===== src/rtl/fib_pkg.sv =====
`default_nettype none
// ============================================================================
// Module      : fib_pkg
// Description : Shared FSM state type, mode encodings and sequence seeds.
// Revision    : 1.0 - initial release
// ============================================================================
package fib_pkg;

    typedef enum logic [1:0] {
        IDLE = 2'd0,
        CALC = 2'd1,
        DONE = 2'd2
    } fib_state_e;

    localparam logic FIB_MODE_FIB   = 1'b0;
    localparam logic FIB_MODE_LUCAS = 1'b1;

    localparam int unsigned FIB_SEED0   = 0;
    localparam int unsigned FIB_SEED1   = 1;
    localparam int unsigned LUCAS_SEED0 = 2;
    localparam int unsigned LUCAS_SEED1 = 1;

endpackage : fib_pkg
`default_nettype wire


===== src/rtl/fib_step.sv =====
`default_nettype none
// ============================================================================
// Module      : fib_step
// Description : One Fibonacci recurrence step, wrapping OUT_W-bit add.
//               With FIB_SAT_EN the carry-out folds into a sticky overflow flag.
// Revision    : 1.0 - initial release
// ============================================================================
module fib_step #(
    parameter int OUT_W = 32
) (
    input  logic [OUT_W-1:0] a,
    input  logic [OUT_W-1:0] b,
`ifdef FIB_SAT_EN
    input  logic             ovf_a,
    input  logic             ovf_b,
    output logic             ovf_next,
`endif
    output logic [OUT_W-1:0] sum
);

`ifdef FIB_SAT_EN
    logic [OUT_W:0] w_full;

    assign w_full   = {1'b0, a} + {1'b0, b};
    assign sum      = w_full[OUT_W-1:0];
    assign ovf_next = ovf_a | ovf_b | w_full[OUT_W];
`else
    assign sum = a + b;
`endif

endmodule : fib_step
`default_nettype wire


===== src/rtl/fib_seq_gen.sv =====
`default_nettype none
// ============================================================================
// Module      : fib_seq_gen
// Description : n-th term of the Fibonacci/Lucas sequence behind valid/ready
//               ports. Define FIB_SAT_EN to saturate and flag overflowed results.
// Revision    : 1.0 - initial release
// ============================================================================
module fib_seq_gen
    import fib_pkg::*;
#(
    parameter int IN_W  = 8,
    parameter int OUT_W = 32
) (
    input  logic             clk,
    input  logic             rst_n,
    input  logic [IN_W-1:0]  fib_in,
    input  logic             mode_in,
    input  logic             vld_in,
    output logic             rdy_in,
    output logic [OUT_W-1:0] fib_out,
    output logic             ovf_out,
    output logic             vld_out,
    input  logic             rdy_out
);

    fib_state_e       r_state;
    fib_state_e       w_state_nxt;
    logic [OUT_W-1:0] r_a;
    logic [OUT_W-1:0] r_b;
    logic [IN_W-1:0]  r_cnt;
    logic [OUT_W-1:0] w_sum;
    logic [OUT_W-1:0] w_seed0;
    logic [OUT_W-1:0] w_seed1;
    logic [OUT_W-1:0] w_result;
    logic             w_accept;
    logic             w_cnt_zero;

    assign rdy_in     = (r_state == IDLE);
    assign w_accept   = vld_in & rdy_in;
    assign w_cnt_zero = (r_cnt == '0);
    assign w_seed0    = (mode_in == FIB_MODE_LUCAS) ? OUT_W'(LUCAS_SEED0) : OUT_W'(FIB_SEED0);
    assign w_seed1    = (mode_in == FIB_MODE_LUCAS) ? OUT_W'(LUCAS_SEED1) : OUT_W'(FIB_SEED1);

    always_ff @(posedge clk or negedge rst_n) begin
        if (!rst_n) begin
            r_state <= IDLE;
        end else begin
            r_state <= w_state_nxt;
        end
    end

    always_comb begin
        w_state_nxt = r_state;
        case (r_state)
            IDLE:    if (w_accept)   w_state_nxt = CALC;
            CALC:    if (w_cnt_zero) w_state_nxt = DONE;
            DONE:    if (rdy_out)    w_state_nxt = IDLE;
            default:                 w_state_nxt = IDLE;
        endcase
    end

`ifdef FIB_SAT_EN
    logic r_ovf_a;
    logic r_ovf_b;
    logic w_ovf_nxt;

    fib_step #(.OUT_W(OUT_W)) u_step (
        .a        (r_a),
        .b        (r_b),
        .ovf_a    (r_ovf_a),
        .ovf_b    (r_ovf_b),
        .ovf_next (w_ovf_nxt),
        .sum      (w_sum)
    );

    assign w_result = r_ovf_a ? '1 : r_a;

    // Overflow flags shadow a/b so a wrapped look-ahead term never taints a.
    always_ff @(posedge clk or negedge rst_n) begin
        if (!rst_n) begin
            r_ovf_a <= 1'b0;
            r_ovf_b <= 1'b0;
            ovf_out <= 1'b0;
        end else begin
            case (r_state)
                IDLE: begin
                    if (w_accept) begin
                        r_ovf_a <= 1'b0;
                        r_ovf_b <= 1'b0;
                    end
                end
                CALC: begin
                    if (w_cnt_zero) begin
                        ovf_out <= r_ovf_a;
                    end else begin
                        r_ovf_a <= r_ovf_b;
                        r_ovf_b <= w_ovf_nxt;
                    end
                end
                default: ;
            endcase
        end
    end
`else
    fib_step #(.OUT_W(OUT_W)) u_step (
        .a   (r_a),
        .b   (r_b),
        .sum (w_sum)
    );

    assign w_result = r_a;
    assign ovf_out  = 1'b0;
`endif

    always_ff @(posedge clk or negedge rst_n) begin
        if (!rst_n) begin
            r_a     <= '0;
            r_b     <= '0;
            r_cnt   <= '0;
            fib_out <= '0;
            vld_out <= 1'b0;
        end else begin
            case (r_state)
                IDLE: begin
                    if (w_accept) begin
                        r_a   <= w_seed0;
                        r_b   <= w_seed1;
                        r_cnt <= fib_in;
                    end
                end
                CALC: begin
                    if (w_cnt_zero) begin
                        fib_out <= w_result;
                        vld_out <= 1'b1;
                    end else begin
                        r_a   <= r_b;
                        r_b   <= w_sum;
                        r_cnt <= r_cnt - 1'b1;
                    end
                end
                DONE: begin
                    if (rdy_out) begin
                        vld_out <= 1'b0;
                    end
                end
                default: ;
            endcase
        end
    end

endmodule : fib_seq_gen
`default_nettype wire

===== config.mk =====
export PLATFORM = sky130hd
export DESIGN_NAME = fib_seq_gen
export DESIGN_NICKNAME = d
export VERILOG_FILES = /design/src/rtl/fib_pkg.sv /design/src/rtl/fib_step.sv /design/src/rtl/fib_seq_gen.sv
export SDC_FILE = /design/constraint.sdc
export NUM_CORES = 1
export LEC_CHECK = 0
export CORE_MARGIN = 3
export CORE_UTILIZATION = 58
export CTS_CLUSTER_SIZE = 30
export DETAILED_ROUTE_END_ITERATION = 16
export GPL_TIMING_DRIVEN = 0
export PLACE_DENSITY = 0.8
export SLEW_MARGIN = 30
export SYNTH_ARGS = -nofsm -noshare
export SYNTH_HDL_FRONTEND = slang
export SYNTH_SLANG_ARGS = --single-unit

===== constraint.sdc =====
create_clock -name clk -period 2.6 [get_ports clk]
set_input_delay 0.26 -clock clk [delete_from_list [all_inputs] [get_ports clk]]
set_output_delay 0.26 -clock clk [all_outputs]
set_load 0.05 [all_outputs]

==> run_results.csv, run 1 <==
group,metric,value,unit
drt,post_dr_wirelength_cell,17.2,µm
setup_path,path_depth,11,
sta,max-slew-margin-rel,0.578,
setup_path,crit_chain,"ha_2 > inv_2 > fa_2 > nor2b_4 > o211ai_1 > a211oi_2 > o21ai_1 > nand4_1 > nor2_1 > o2111a_1 > a221o_1",
placement,post_dp_cell_area,6320,µm²
sta,unrepaired_setup_endpoints_after_global_routing,"true",
setup_path,timing.reg2reg.worst_path_depth,11,
setup_path,regToRegEndpoint,"r_b[26]$_DFFE_PN0P_",
floorplanning,fp.dieH,105,µm
cts,cts-htree-levels,3,
synth,mappedNetlistArea,5670,µm²
floorplanning,die_w,105,µm
placement,dp.final_hpwl,8770,µm
setup_path,start_point_of_the_critical_path,"r_a[0]$_DFFE_PN0P_",
setup_path,worstPathArrival,2.86,ns
finish,num-nets-final,668,
drt,count_of_vias_placed_by_the_detailed_router,4502,
cts,clock_tree_from_tritoncts,"done",
finish,syn2layout_area_growth,20.7,%
sta,min_period_over_period,0.997,
synth,synthCells,544,
synth,postSynthNetCount,591,
sta,hold-worst-slack,0.338,ns
drt,drcViolationCount,0,
drt,via_per_inst,5.97,
drt,route.antenna.remaining_nets,0,
setup_path,rrSetupSlack,0.007,ns
sta,skew,0.00946,ns
drt,wire_length_after_detailed_routing,13000,µm
sta,final_period_minus_worst_setup_slack,2.59,ns
synth,ys_seq_area_frac,0.472,
setup_path,timing.critical_path.max_delay_family,"compound AO/OA/AOI/OAI gates",
setup_path,slowest_delay,0.39,ns
setup_path,required,2.86,ns
global_route,first_pass_grt_wire_length,21200,µm
sta,setup_viol,0,
global_route,first_global_vias,4540,
global_route,gr-total-overflow,0,
status,outcome,"complete, no violations",
finish,fin_area,6840,µm²
setup_path,timing.critical_path.from_type,"register",
setup_path,critPathCapture,"r_b[26]$_DFFE_PN0P_",
synth,synthFlopType,"dfrtp_1",
placement,place.gp.congestion,0.905,
cts,tritoncts_num_sinks,107,
global_route,grt_max_degree,73,
synth,total_of_warnings_raised_by_yosys,0,
global_route,antenna_violations_before_repair,0,
sta,worst_slew_pin_tran,0.633,ns
floorplanning,floorplan.rows,35,
floorplanning,core-area,9370,µm²
synth,synth-edff-count,0,
drt,drt-initial-drc-count,275,
sta,slew_viol_final,0,
setup_path,critPathSlowestCell,"fa_2",
synth,async_flop_share,1.00,
setup_path,worst-path-buf-inv,1,
cts,clockBufferDepth,2,
cts,clk_pin_slew,0.11,ns
sta,hold_viol_final,0,
setup_path,critPathKind,"reg -> reg",
hold_path,timing.hold.worst.class,"in -> async",
setup_path,worst-path-max-fanout,3,
finish,final_core_util,0.730,
finish,drive_above_1_share,0.192,
finish,num_antenna_cells,0,
setup_path,worst_r2r_startpoint,"r_a[0]$_DFFE_PN0P_",
floorplanning,ios,48,
floorplanning,floorplan_die_area,11000,µm²
run,cap_violations,0,
synth,post_synth.cell_area_avg,10.4,µm²
synth,postSynthRegisterBits,107,
finish,final_common_cell,"dfrtp_1",
floorplanning,effective_utilization_at_floorplan,0.605,
setup_path,critPathCaptureType,"register",
cts,root_buffer,"clkbuf_8",
cts,cts_inserted_buffers,9,
drt,detailedRoute.firstPassIterationCount,6,
synth,synthDistinctLibCells,59,
placement,buffer_ports.inserted,46,
sta,achievable-frequency,386,MHz
global_route,globalRouteTotalUtil,0.235,
cts,clk-insertion-delay-late,0.38,ns
finish,mostFrequentLayoutCells,"dfrtp_1 (107), nand2_1 (60), clkdlybuf4s50_1 (45), a22o_1 (34), mux2_2 (31)",
-- cell usage after synthesis, drive strengths merged, types with 5 or more instances --
master  count  area share
a21oi      37       0.033
clkbuf     17       0.011
mux2       31       0.062
dfrtp     107        0.47
nor2       32       0.021
and3        8      0.0091
a22o       34       0.053
ha         33       0.073
nand2      60       0.040
inv        11      0.0073
a21o       14       0.019
xor2       15       0.023
a211oi      5      0.0084
nand3      11      0.0097
o21ai      46       0.041
xnor2      11       0.017
buf         6      0.0057
nand2b      6      0.0066
nor3        6      0.0053
-- how the worst min path moves through the flow --
stage	from	to	slack [ns]	depth (start not counted)
floorplan	rst_n	fib_out[0]$_DFFE_PN0P_	-0.04	0
global placement	fib_out[1]$_DFFE_PN0P_	fib_out[1]$_DFFE_PN0P_	0.47	2
detailed placement	rst_n	r_a[10]$_DFFE_PN0P_	0.18	1
CTS	rst_n	fib_out[4]$_DFFE_PN0P_	0.35	2
global route	rst_n	r_a[7]$_DFFE_PN0P_	0.35	2
finish	rst_n	r_a[7]$_DFFE_PN0P_	0.34	2
-- metrics by stage --
stage	cells	setup slack, ns	setup TNS (ns)
6_report	754	0.00715	0
5_1_grt	754	-0.144	-0.633
4_1_cts	746	0.00517	0
3_5_place_dp	720	-0.175	-0.474
3_3_place_gp	719	-2.63	-280.38
2_1_floorplan	544	0.248	0
-- cell type report --
| class | instances | area (µm²) |
|---|---|---|
| Fill cell | 672 | 2530 |
| Tap cell | 129 | 161 |
| Buffer | 23 | 98.8 |
| Multi-Input combinational cell | 403 | 3050 |
| Timing Repair Buffer | 66 | 634 |
| Inverter | 11 | 41.3 |
| Sequential cell | 107 | 2680 |
| Clock buffer | 9 | 124 |
| Clock inverter | 6 | 48.8 |
-- worst register-to-register path: stages, from the launching register on --
cell and delay, ns:
dfrtp_1 0.37, ha_2 0.19, inv_2 0.04, fa_2 0.39, nor2b_4 0.15, o211ai_1 0.16
a211oi_2 0.29, o21ai_1 0.11, nand4_1 0.15, nor2_1 0.11, o2111a_1 0.23, a221o_1 0.28
-- repair_timing --
action / in CTS / in global routing
endpoints found under the hold margin: 35 / 0
gates resized for setup: 11 / 30
endpoints found under the setup margin: 7 / 23
buffers inserted: 10 / 8
pin swaps: 10 / 19
hold buffers: 1 / 0
-- state kept, by name, summed over array words and instances (netlist names) --
signal,cells
r_cnt,8
vld_out,1
r_state,2
r_a,32
fib_out,32
r_b,32
-- metal layers --
| layer | vias to the layer above | wire length (µm) | global-route usage |
|---|---|---|---|
| met3 | 34 | 514 | 0.0272 |
| met1 | 2214 | 5820 | 0.313 |
| met4 | 0 | 364 | 0.101 |
| li1 | 2126 | - | - |
| met5 | - | 0 | 0 |
| met2 | 128 | 6280 | 0.391 |
-- kinds of logic after synthesis --
group,synth area share
compound gates,0.215
xor+xnor,0.0402
fa+ha+maj,0.0764
buf+inv,0.0243
flops,0.472
mux,0.0634
other cells,0.000662
simple gates,0.107
Power of run 1 is left out: the tool's default activity adds up to more than one toggle a clock period on the data nets, which glitch-free logic cannot reach.
==> run 2: changes to the inputs <==
PLACE_DENSITY = 0.83   (was 0.8)
==> run 2 against run 1 <==
Compared with the run above:
- the run now ends with negative setup slack left
- worst hold slack gained 0.0076 ns
- global-route usage shrank 0.072 points
- clock skew grew 0.0011 ns
- fmax shrank 1.1%
==> run_results.csv, run 2 (same netlist as run 1, synthesis figures left out) <==
group,metric,value,unit
status,outcome,"finished, violations left",
status,failed_checks,"negative setup slack",
setup_path,regToRegEndpoint,"r_b[20]$_DFFE_PN0P_",
floorplanning,ios,48,
sta,worst_slack,-0.0225,ns
sta,hold_viol_final,0,
finish,layoutNonFillerInstCount,753,
floorplanning,core-area,9370,µm²
cts,cts_inserted_buffers,9,
floorplanning,floorplan.rows,35,
drt,count_of_vias_placed_by_the_detailed_router,4579,
setup_path,timing.reg2reg.worst_path_depth,14,
sta,skew,0.0105,ns
cts,clock_tree_from_tritoncts,"done",
setup_path,worstPathArrival,2.87,ns
sta,max-slew-margin-rel,0.591,
global_route,grt_max_degree,74,
global_route,first_global_vias,4523,
finish,top_regs,"fib_out (32), r_a (32), r_b (32)",
finish,final_common_cell,"dfrtp_1",
drt,via_per_inst,6.08,
sta,achievable-frequency,381,MHz
finish,num_antenna_cells,0,
finish,mostFrequentLayoutCells,"dfrtp_1 (107), nand2_1 (60), clkdlybuf4s50_1 (45), a22o_1 (34), mux2_2 (31)",
sta,unrepaired_setup_endpoints_after_global_routing,"true",
sta,slew_viol_final,0,
finish,drive_above_1_share,0.189,
global_route,antenna_violations_before_repair,0,
placement,dp.final_hpwl,8690,µm
cts,clockBufferDepth,2,
global_route,globalRouteTotalUtil,0.235,
cts,clk-insertion-delay-late,0.37,ns
placement,number_of_placed_instances_taps_included,720,
drt,drcViolationCount,0,
drt,drt-initial-drc-count,295,
drt,post_dr_wirelength_cell,17.4,µm
cts,tritoncts_num_sinks,107,
setup_path,critPathCaptureType,"register",
setup_path,worst_r2r_startpoint,"r_b[0]$_DFFE_PN0P_",
drt,detailedRoute.firstPassIterationCount,5,
setup_path,timing.critical_path.from_type,"register",
cts,root_buffer,"clkbuf_8",
global_route,first_pass_grt_wire_length,21200,µm
floorplanning,fp.dieH,105,µm
drt,route.antenna.remaining_nets,0,
floorplanning,effective_utilization_at_floorplan,0.605,
run,cap_violations,0,
setup_path,required,2.85,ns
floorplanning,floorplan_die_area,11000,µm²
setup_path,critPathKind,"reg -> reg",
cts,cts-htree-levels,3,
sta,min_period_over_period,1.01,
placement,place.gp.congestion,0.910,
cts,clk_pin_slew,0.10,ns
floorplanning,die_w,105,µm
sta,setup_viol,3,
setup_path,rrSetupSlack,-0.02,ns
drt,wire_length_after_detailed_routing,13100,µm
global_route,gr-total-overflow,0,
sta,final_period_minus_worst_setup_slack,2.62,ns
finish,syn2layout_area_growth,21.1,%
setup_path,worst-path-max-fanout,3,
hold_path,timing.hold.worst.class,"in -> async",
finish,num-nets-final,667,
placement,buffer_ports.inserted,46,
sta,worst_slew_pin_tran,0.614,ns
## run 2: cell types whose count changed in the layout (fill, tap and decap cells not counted), moves of 2 or more
cell       previous run  this run
inv_6                 3         0
nor2_1               30        27
buf_4                19        17
buf_6                 1         3
bufinv_16             0         2
clkbuf_1             15        17
nor2_2                2         4
## run 2: worst max-delay path by stage
stage | slack (ns) | endpoint | from
5_1_grt | -0.14 | r_b[26]$_DFFE_PN0P_ | r_b[0]$_DFFE_PN0P_
3_3_place_gp | -2.64 | fib_out[26]$_DFFE_PN0P_ | rst_n
6_report | -0.02 | r_b[20]$_DFFE_PN0P_ | r_b[0]$_DFFE_PN0P_
3_5_place_dp | -0.12 | r_b[26]$_DFFE_PN0P_ | r_a[0]$_DFFE_PN0P_
2_1_floorplan | 0.25 | r_b[26]$_DFFE_PN0P_ | r_a[0]$_DFFE_PN0P_
4_1_cts | -0.0002 | r_b[29]$_DFFE_PN0P_ | r_a[1]$_DFFE_PN0P_
## run 2: per-stage QoR
step	util	worst slack, ns	cell area (µm²)	TNS [ns]	hold slack, ns
floorplan	-	0.248	5670	0	-0.0356
finish	0.732	-0.0225	6860	-0.0491	0.345
CTS	0.703	-0.000214	6590	-0.000214	0.350
detailed placement	0.674	-0.117	6320	-0.200	0.178
global placement	0.671	-2.64	6290	-282.29	0.468
global route	0.732	-0.140	6860	-0.866	0.374
## run 2: per-layer routing
metal  share of wire  GRT usage  vias to the layer above
met4           0.019     0.0843                        0
met1            0.44      0.314                     2272
met3           0.047     0.0346                       20
li1                -          -                     2131
met5               0          0                        -
met2            0.49      0.391                      156
## run 2: repair_timing
item                                   CTS  global route
pin swaps                                5            29
hold buffers                             1             0
resized for setup                        7            38
setup buffers                            5            13
endpoints found under the hold margin   34             0
setup endpoints to repair                5            34
## run 2: cell type report
| type | count | area [µm²] |
|---|---|---|
| Buffer | 22 | 93.8 |
| Fill cell | 693 | 2510 |
| Timing Repair Buffer | 66 | 642 |
| Clock inverter | 4 | 76.3 |
| Inverter | 11 | 41.3 |
| Clock buffer | 11 | 131 |
| Sequential cell | 107 | 2680 |
| Multi-Input combinational cell | 403 | 3040 |
| Tap cell | 129 | 161 |
## run 2: worst max-delay path, stage by stage, from the launching register on
cell and delay (ns):
dfrtp_1 0.41, ha_4 0.16, inv_2 0.04, fa_2 0.36, nor2b_2 0.14, o211ai_1 0.15, a211oi_2 0.30, buf_4 0.17
buf_6 0.10, o21ai_4 0.05, a21oi_2 0.18, buf_4 0.14, nor2_2 0.03, xor2_1 0.17, o21ai_1 0.07
Power of run 2 is left out for the same reason.
